`config.mk`:
```
export PLATFORM = sky130hd
export DESIGN_NAME = iic_reg_seq
export DESIGN_NICKNAME = d
export VERILOG_FILES = /design/src/rtl/iic_reg_seq.sv
export SDC_FILE = /design/constraint.sdc
export NUM_CORES = 1
export LEC_CHECK = 0
export CAP_MARGIN = 20
export CELL_PAD_IN_SITES_DETAIL_PLACEMENT = 1
export CELL_PAD_IN_SITES_GLOBAL_PLACEMENT = 1
export CORE_MARGIN = 2
export CORE_UTILIZATION = 40
export CTS_CLUSTER_SIZE = 14
export DETAILED_ROUTE_END_ITERATION = 7
export PLACE_DENSITY_LB_ADDON = 0.1
export SLEW_MARGIN = 20
export SYNTH_ARGS = -nofsm -noshare
export SYNTH_HDL_FRONTEND = slang
export SYNTH_SLANG_ARGS = --single-unit
```
`constraint.sdc`:
```
create_clock -name i_SysClock -period 2.8 [get_ports i_SysClock]
set_input_delay 0.42 -clock i_SysClock [delete_from_list [all_inputs] [get_ports i_SysClock]]
set_output_delay 0.42 -clock i_SysClock [all_outputs]
set_load 0.02 [all_outputs]
```
`src/rtl/iic_reg_seq.sv`:
```
// rtl/iic_reg_seq.sv - register read/write sequencer driving the iic_mst command port
module iic_reg_seq #(
    parameter int DEV_NACK_RETRY = 2
) (
    input  logic       i_SysClock,
    input  logic       i_ResetN,
    input  logic       i_ReqValid,
    output logic       o_ReqReady,
    input  logic       i_ReqRead,
    input  logic [6:0] i_DevAddr,
    input  logic [7:0] i_RegAddr,
    input  logic [7:0] i_WrData,
    input  logic [3:0] i_RdLen,
    output logic       o_RdValid,
    output logic [7:0] o_RdData,
    output logic       o_RespValid,
    output logic [1:0] o_RespErr,
    output logic       o_MstCmdValid,
    output logic [3:0] o_MstCmd,
    output logic [7:0] o_MstTxByte,
    output logic       o_MstSetAck,
    input  logic       i_MstDone,
    input  logic       i_MstGetAck,
    input  logic [7:0] i_MstRxByte
);
    localparam logic [3:0] CMD_START    = 4'd1;
    localparam logic [3:0] CMD_WRDATA   = 4'd2;
    localparam logic [3:0] CMD_RDDATA   = 4'd3;
    localparam logic [3:0] CMD_STOP     = 4'd4;
    localparam logic [3:0] CMD_PRESTART = 4'd5;
    localparam logic [3:0] RETRY_MAX    = 4'(DEV_NACK_RETRY);

    typedef enum logic [3:0] {
        S_IDLE, S_START, S_DEVW, S_REG, S_WDATA, S_PRESTART,
        S_RSTART, S_DEVR, S_RDATA, S_STOP, S_RESP
    } state_t;

    state_t     state;
    logic       waiting;
    logic       rd_req;
    logic [6:0] dev_addr;
    logic [7:0] reg_addr;
    logic [7:0] wr_data;
    logic [3:0] rd_len;
    logic [3:0] byte_cnt;
    logic [3:0] retry_cnt;
    logic       retrying;
    logic [1:0] err_code;
    logic [3:0] issue_cmd;
    logic [7:0] issue_tx;

    assign o_ReqReady = (state == S_IDLE);

    always_comb begin
        issue_cmd = 4'd0;
        issue_tx  = 8'h00;
        case (state)
            S_START, S_RSTART: issue_cmd = CMD_START;
            S_DEVW:     begin issue_cmd = CMD_WRDATA; issue_tx = {dev_addr, 1'b0}; end
            S_REG:      begin issue_cmd = CMD_WRDATA; issue_tx = reg_addr; end
            S_WDATA:    begin issue_cmd = CMD_WRDATA; issue_tx = wr_data; end
            S_DEVR:     begin issue_cmd = CMD_WRDATA; issue_tx = {dev_addr, 1'b1}; end
            S_PRESTART: issue_cmd = CMD_PRESTART;
            S_RDATA:    issue_cmd = CMD_RDDATA;
            S_STOP:     issue_cmd = CMD_STOP;
            default:    ;
        endcase
    end

    always_ff @(posedge i_SysClock or negedge i_ResetN) begin
        if (!i_ResetN) begin
            state         <= S_IDLE;
            waiting       <= 1'b0;
            rd_req        <= 1'b0;
            dev_addr      <= 7'd0;
            reg_addr      <= 8'd0;
            wr_data       <= 8'd0;
            rd_len        <= 4'd0;
            byte_cnt      <= 4'd0;
            retry_cnt     <= 4'd0;
            retrying      <= 1'b0;
            err_code      <= 2'd0;
            o_RdValid     <= 1'b0;
            o_RdData      <= 8'd0;
            o_RespValid   <= 1'b0;
            o_RespErr     <= 2'd0;
            o_MstCmdValid <= 1'b0;
            o_MstCmd      <= 4'd0;
            o_MstTxByte   <= 8'd0;
            o_MstSetAck   <= 1'b0;
        end else begin
            o_MstCmdValid <= 1'b0;
            o_RdValid     <= 1'b0;
            o_RespValid   <= 1'b0;
            case (state)
                S_IDLE: begin
                    if (i_ReqValid) begin
                        rd_req    <= i_ReqRead;
                        dev_addr  <= i_DevAddr;
                        reg_addr  <= i_RegAddr;
                        wr_data   <= i_WrData;
                        rd_len    <= i_RdLen;
                        byte_cnt  <= 4'd0;
                        retry_cnt <= 4'd0;
                        retrying  <= 1'b0;
                        err_code  <= 2'd0;
                        state     <= S_START;
                        // Issue START straight from the accept cycle when the master is free
                        if (i_MstDone) begin
                            o_MstCmdValid <= 1'b1;
                            o_MstCmd      <= CMD_START;
                            o_MstTxByte   <= 8'h00;
                            o_MstSetAck   <= 1'b0;
                            waiting       <= 1'b1;
                        end else begin
                            waiting <= 1'b0;
                        end
                    end
                end
                S_RESP: state <= S_IDLE;
                default: begin
                    if (!waiting) begin
                        if (i_MstDone) begin
                            o_MstCmdValid <= 1'b1;
                            o_MstCmd      <= issue_cmd;
                            o_MstTxByte   <= issue_tx;
                            o_MstSetAck   <= (state == S_RDATA) && (byte_cnt == rd_len);
                            waiting       <= 1'b1;
                        end
                    end else if (i_MstDone && !o_MstCmdValid) begin
                        // Done is still high while the master samples our strobe, hence the guard
                        waiting <= 1'b0;
                        case (state)
                            S_START:    state <= S_DEVW;
                            S_PRESTART: state <= S_RSTART;
                            S_RSTART:   state <= S_DEVR;
                            S_DEVW, S_DEVR: begin
                                if (i_MstGetAck) begin
                                    if (retry_cnt < RETRY_MAX) begin
                                        retry_cnt <= retry_cnt + 4'd1;
                                        retrying  <= 1'b1;
                                    end else begin
                                        err_code <= 2'd1;
                                    end
                                    state <= S_STOP;
                                end else begin
                                    state <= (state == S_DEVW) ? S_REG : S_RDATA;
                                end
                            end
                            S_REG: begin
                                if (i_MstGetAck) begin
                                    err_code <= 2'd2;
                                    state    <= S_STOP;
                                end else begin
                                    state <= rd_req ? S_PRESTART : S_WDATA;
                                end
                            end
                            S_WDATA: begin
                                if (i_MstGetAck) err_code <= 2'd3;
                                state <= S_STOP;
                            end
                            S_RDATA: begin
                                o_RdValid <= 1'b1;
                                o_RdData  <= i_MstRxByte;
                                if (byte_cnt == rd_len) begin
                                    state <= S_STOP;
                                end else begin
                                    byte_cnt <= byte_cnt + 4'd1;
                                end
                            end
                            S_STOP: begin
                                if (retrying) begin
                                    retrying <= 1'b0;
                                    byte_cnt <= 4'd0;
                                    state    <= S_START;
                                end else begin
                                    o_RespValid <= 1'b1;
                                    o_RespErr   <= err_code;
                                    state       <= S_RESP;
                                end
                            end
                            default: state <= S_IDLE;
                        endcase
                    end
                end
            endcase
        end
    end
endmodule

```
* Yosys cells after proc, flatten, opt, wreduce, memory -nomap -nowiden
Index checks and enable logic that the tools add are counted.
** Word-level totals
- Flip-flop bits (word level) :: 70
- Output and inout port bits :: 27
** Cells by class
- Equality and inequality tests :: 21
- Reductions and logical operators :: 28
- $add $sub $neg :: 2
- $lt $le $gt $ge :: 1
- Muxes and demuxes :: 74
- Bitwise gates (word level) :: 3
** Operators by type and width (count)
- $mux 4 :: 22
- $pmux 4 s2 :: 5
- $mux 8 :: 4
- $pmux 4 s8 :: 1
- $pmux 8 s4 :: 1
- $mux 1 :: 25
- $ne 3x3->1 const B :: 7
- $reduce_and 7->1 :: 3
- $eq 4x3->1 const B :: 4
- $pmux 8 s2 :: 1
- $pmux 3 s5 :: 1
- $mux 2 :: 7
- $eq 4x4->1 const B :: 3
- $reduce_and 4->1 :: 3
- $reduce_bool 3->1 :: 4
- $pmux 1 s2 :: 5
- $reduce_bool 2->1 :: 5
- $reduce_and 9->1 :: 1
- $add 4x1->4 const B :: 2
- $eq 4x2->1 const B :: 2
- $pmux 2 s3 :: 1
- $reduce_or 2->1 :: 3
- $reduce_and 5->1 :: 1
- $eq 4x1->1 const B :: 1
- 12 further kinds :: 17

* Depth between registers and ports, before layout
- Word-level depth :: 7
- Gate-level depth with buffers :: 10
- Mapped depth without buffers :: 6

* Least setup slack after synthesis
OpenSTA, ideal clock, no wires.
- Path kind :: reg2reg
- From :: reg state[1]
- To :: reg err_code[0]
- Data required time :: 2.672 ns
- Arrival :: 2.177 ns
- Slack :: 0.495 ns
- Buffers on the path :: 2
- Cell stages (with the launch flop) :: 9
- Setup time :: 0.128 ns
- Cells stage by stage :: dfrtp_1 > buf_6 > or4_4 > buf_6 > clkinv_8 > mux2i_1 > a21o_4 > a2111oi_4 > mux2_1
** Between the ends
- Elaborated cells between the ends (all ways) :: 21
- Classes of those cells :: eq/ne (10); mux (4); bitwise (1); reduce/logical (6)
** RTL lines
- from (decl) :: RTL line 38 : state_t state;
- from (signal assigned) :: RTL line 147 : state <= (state == S_DEVW) ? S_REG : S_RDATA;
- from (signal assigned) :: RTL line 155 : state <= rd_req ? S_PRESTART : S_WDATA;
- $logic_not 4->1 *
- net o_ReqReady :: RTL line 8 : output logic o_ReqReady,
- $ne 3x3->1 (no source line), or another cell as far along
- $reduce_and 9->1 (no source line)
- to (signal assigned) :: RTL line 82 : err_code <= 2'd0;
- to (signal assigned) :: RTL line 106 : err_code <= 2'd0;
- to (signal assigned) :: RTL line 143 : err_code <= 2'd1;
- to (decl) :: RTL line 48 : logic [1:0] err_code;
Mark *: on every way through the listed nets, which the timed path passes. The rest lies on a longest branch. The select of a mux whose other input is x is not followed.
A chain may end at the register's enable or synchronous reset.

* Worst setup path in the final report
- From :: reg state[1]
- To :: out o_ReqReady
** Between the ends
- Longest elaborated chain between the ends :: 1
** RTL lines
- $logic_not 4->1 :: RTL line 52 : assign o_ReqReady = (state == S_IDLE);
- to (decl) :: RTL line 8
No other way between the ends.

==> impl_metrics.yaml <==
synth:
  synth_area_leader_cell: "dfrtp_1"
  syn-num-nets: 338
  synthesis.area_um2: 3310
  synth_top_area_share_pct: 52.2
  ys_seq_area_share_pct: 52.2
  synth_edf_count: 0
  synth_seq_cells: 69
  ys_async_sr_fraction_pct: 100
  synthFlopType: "dfrtp_1"
  synth_warnings: 0
  synthCells: 295
  ys_top_cells_by_area: "dfrtp_1, mux2_2, nand2_1, a22o_1, o21ai_0"
  yosysUniqueCellTypes: 56
  avgSynthCellArea_um2: 11.2
setup_path:
  worstSetupPathType: "reg -> out"
  cp_slowest_stage_delay_ns: 0.63
  crit_fanout: 9
  cp.arrival_ns: 2.08
  crit_path_end_kind: "output pin"
  worstPathRequired_ns: 2.38
  crit_path_start_kind: "flop"
  cp_slowest_cell: "or4_4"
  worstPathCellList: "or4_4, clkinv_8, clkdlybuf4s50_1"
cells_and_area:
  area_growth_pct: 29.6
  final_area_um2: 4290
  final_nets: 407
  drive_above_1_share_pct: 20.1
  n_antenna_cell: 0
  final_cell_count_no_fill: 474
power:
  total_power_mw: 4.68
  power.density_nw_per_um2: 1090
  p_leak_nw: 1.78
  peakVddDrop_mv: 0.383
timing:
  hold_slack_ns: 0.266
  timing.fmax_mhz: 400
  fin_crit_sh_pct: 89.3
  min_period_ns: 2.50
  fin_worst_skew_ns: 0.0115
  tightestPinTransition_ns: 0.884
  slew_headroom_pct: 41.1
  fin_tns_setup_ns: 0
  setup_viol: 0
  rsz0062_at_grt: "false"
  hold_viol: 0
  finalMaxSlewViolations: 0
route:
  vias: 2566
  drt_iter0_markers: 94
  wl_per_cell_um: 17.5
  vias_per_cell: 5.41
  postRouteAntennaNets: 0
  drc: 0
  drt-total-wl_um: 8290
  drtPass1Iterations: 4
outcome:
  outcome: "finished clean"
cts:
  ctsResizeCount: 0
  htree_levels: 3
  insertion_delay_ns: 0.35
  clockBufferDepth: 2
  hold_buffers: 0
  cts_root_buffer: "clkbuf_8"
  clock-sinks: 69
  cts_setup_buffers: 0
  cts_tree: "yes"
  path_clk_slew_ns: 0.08
  numCtsBuffers: 9
hold_path:
  min_path_type: "in -> async"
global_routing:
  grt_overflow: 0
  grt_pass1_wl_um: 13400
  grt_pass1_vias: 2620
  antenna_found_initial: 0
  track_usage_pct: 19.7
  grt_max_degree: 70
placed_design:
  hpwl_um: 5800
  place_inst: 458
  dpl_cell_area_um2: 4080
  io_buffers: 66
  gp_congestion: 0.845
die:
  core_area_um2: 8130
  io_pins: 68
  dieHeight_um: 94.9
  rows: 33
  die_x_um: 94.9
  start_util_pct: 40.7
  dieArea_um2: 9010
run:
  drv_cap: 0
## through the flow
stage | util, % | setup slack, ns
after floorplan | - | 0.495
after global placement | 50.1 | 0.241
after detailed placement | 50.1 | 0.183
after CTS | 52.7 | 0.299
after global routing | 52.7 | 0.269
final | 52.7 | 0.299
## where the power goes
group	internal, mW	switching, mW	leakage (nW)
clock	0.442	0.416	0.0955
combinational	0.994	1.13	0.814
sequential	1.42	0.273	0.873
## flip-flops by register name (all words and copies together) (netlist names)
| name | count |
|---|---|
| o_MstTxByte | 8 |
| reg_addr | 8 |
| o_RespErr | 2 |
| rd_req | 1 |
| retry_cnt | 4 |
| o_RdValid | 1 |
| o_MstCmd | 3 |
| o_RdData | 8 |
| retrying | 1 |
| rd_len | 4 |
| o_MstSetAck | 1 |
| wr_data | 8 |
| dev_addr | 7 |
| byte_cnt | 4 |
| state | 4 |
| waiting | 1 |
| o_RespValid | 1 |
| err_code | 2 |
| o_MstCmdValid | 1 |
## routing by layer
metal / GRT usage (%) / part of all wire, % / up-vias
li1: - / - / 1201
met1: 26.3 / 46 / 1299
met2: 31.7 / 48 / 56
met3: 3.67 / 3.8 / 10
met4: 7.73 / 1.4 / 0
met5: 0 / 0 / -
## final cells by class
type,instances,area (um2)
inverter,5,31.3
fill,897,3850
clock inverter,6,70.1
timing repair buffer,76,731
clock buffer,10,138
tap,105,131
sequential,69,1730
multi-input combinational,203,1460
## cell usage in the layout (no fill, tap or decap), types with 4 or more instances in the layout
master,Yosys,layout
nor2_1,17,17
nor3_1,5,5
clkdlybuf4s50_1,0,65
a22o_1,9,9
xnor2_1,7,7
clkbuf_8,0,10
dfrtp_1,69,69
a22oi_1,7,7
mux2_2,37,37
buf_4,1,10
o21ai_0,15,15
nand2b_1,7,7
nor2b_1,4,4
nand2_1,32,32
a21oi_1,12,12
## critical path, delay by kind of cell, from the launching register on
kind	cells	cell delay, ns
AND/OR/NAND/NOR	1	0.63
flip-flops	1	0.40
buffers and inverters	2	0.71
## worst paths after layout
kind	start	to	slack, ns	depth (start not counted)
setup / recovery	state[1]$_DFFE_PN0P_	o_ReqReady	0.30	3
hold / removal	i_ResetN	retry_cnt[2]$_DFFE_PN0P_	0.27	2
setup reg to reg	state[1]$_DFFE_PN0P_	err_code[1]$_DFFE_PN0P_	0.46	6
hold reg to reg	o_RespErr[1]$_DFFE_PN0P_	o_RespErr[1]$_DFFE_PN0P_	0.47	2
max in group asynchronous	i_ResetN	err_code[0]$_DFFE_PN0P_	1.94	2
min in group i_SysClock	o_RespErr[1]$_DFFE_PN0P_	o_RespErr[1]$_DFFE_PN0P_	0.47	2
## kinds of logic after synthesis
| logic type | Yosys count | synth area share (%) |
|---|---|---|
| simple gates | 83 | 12.1 |
| compound gates | 70 | 15.7 |
| flops | 69 | 52.2 |
| mux | 40 | 13.6 |
| buf+inv | 23 | 3.71 |
| xor+xnor | 7 | 1.85 |
| fa+ha+maj | 2 | 0.757 |
| other cells | 1 | 0.113 |
## cell usage after synthesis (3+ instances only)
cell type	count
dfrtp_1	69
mux2_2	37
nand2_1	32
nor2_1	17
o21ai_0	15
a21oi_1	12
clkbuf_1	10
a22o_1	9
a22oi_1	7
nand2b_1	7
xnor2_1	7
nor3_1	5
buf_2	4
nor2b_1	4
inv_1	3
nand3_1	3
nor4_1	3
o22ai_1	3
or3_1	3
No activity file was read; power rests on OpenSTA's default activity.
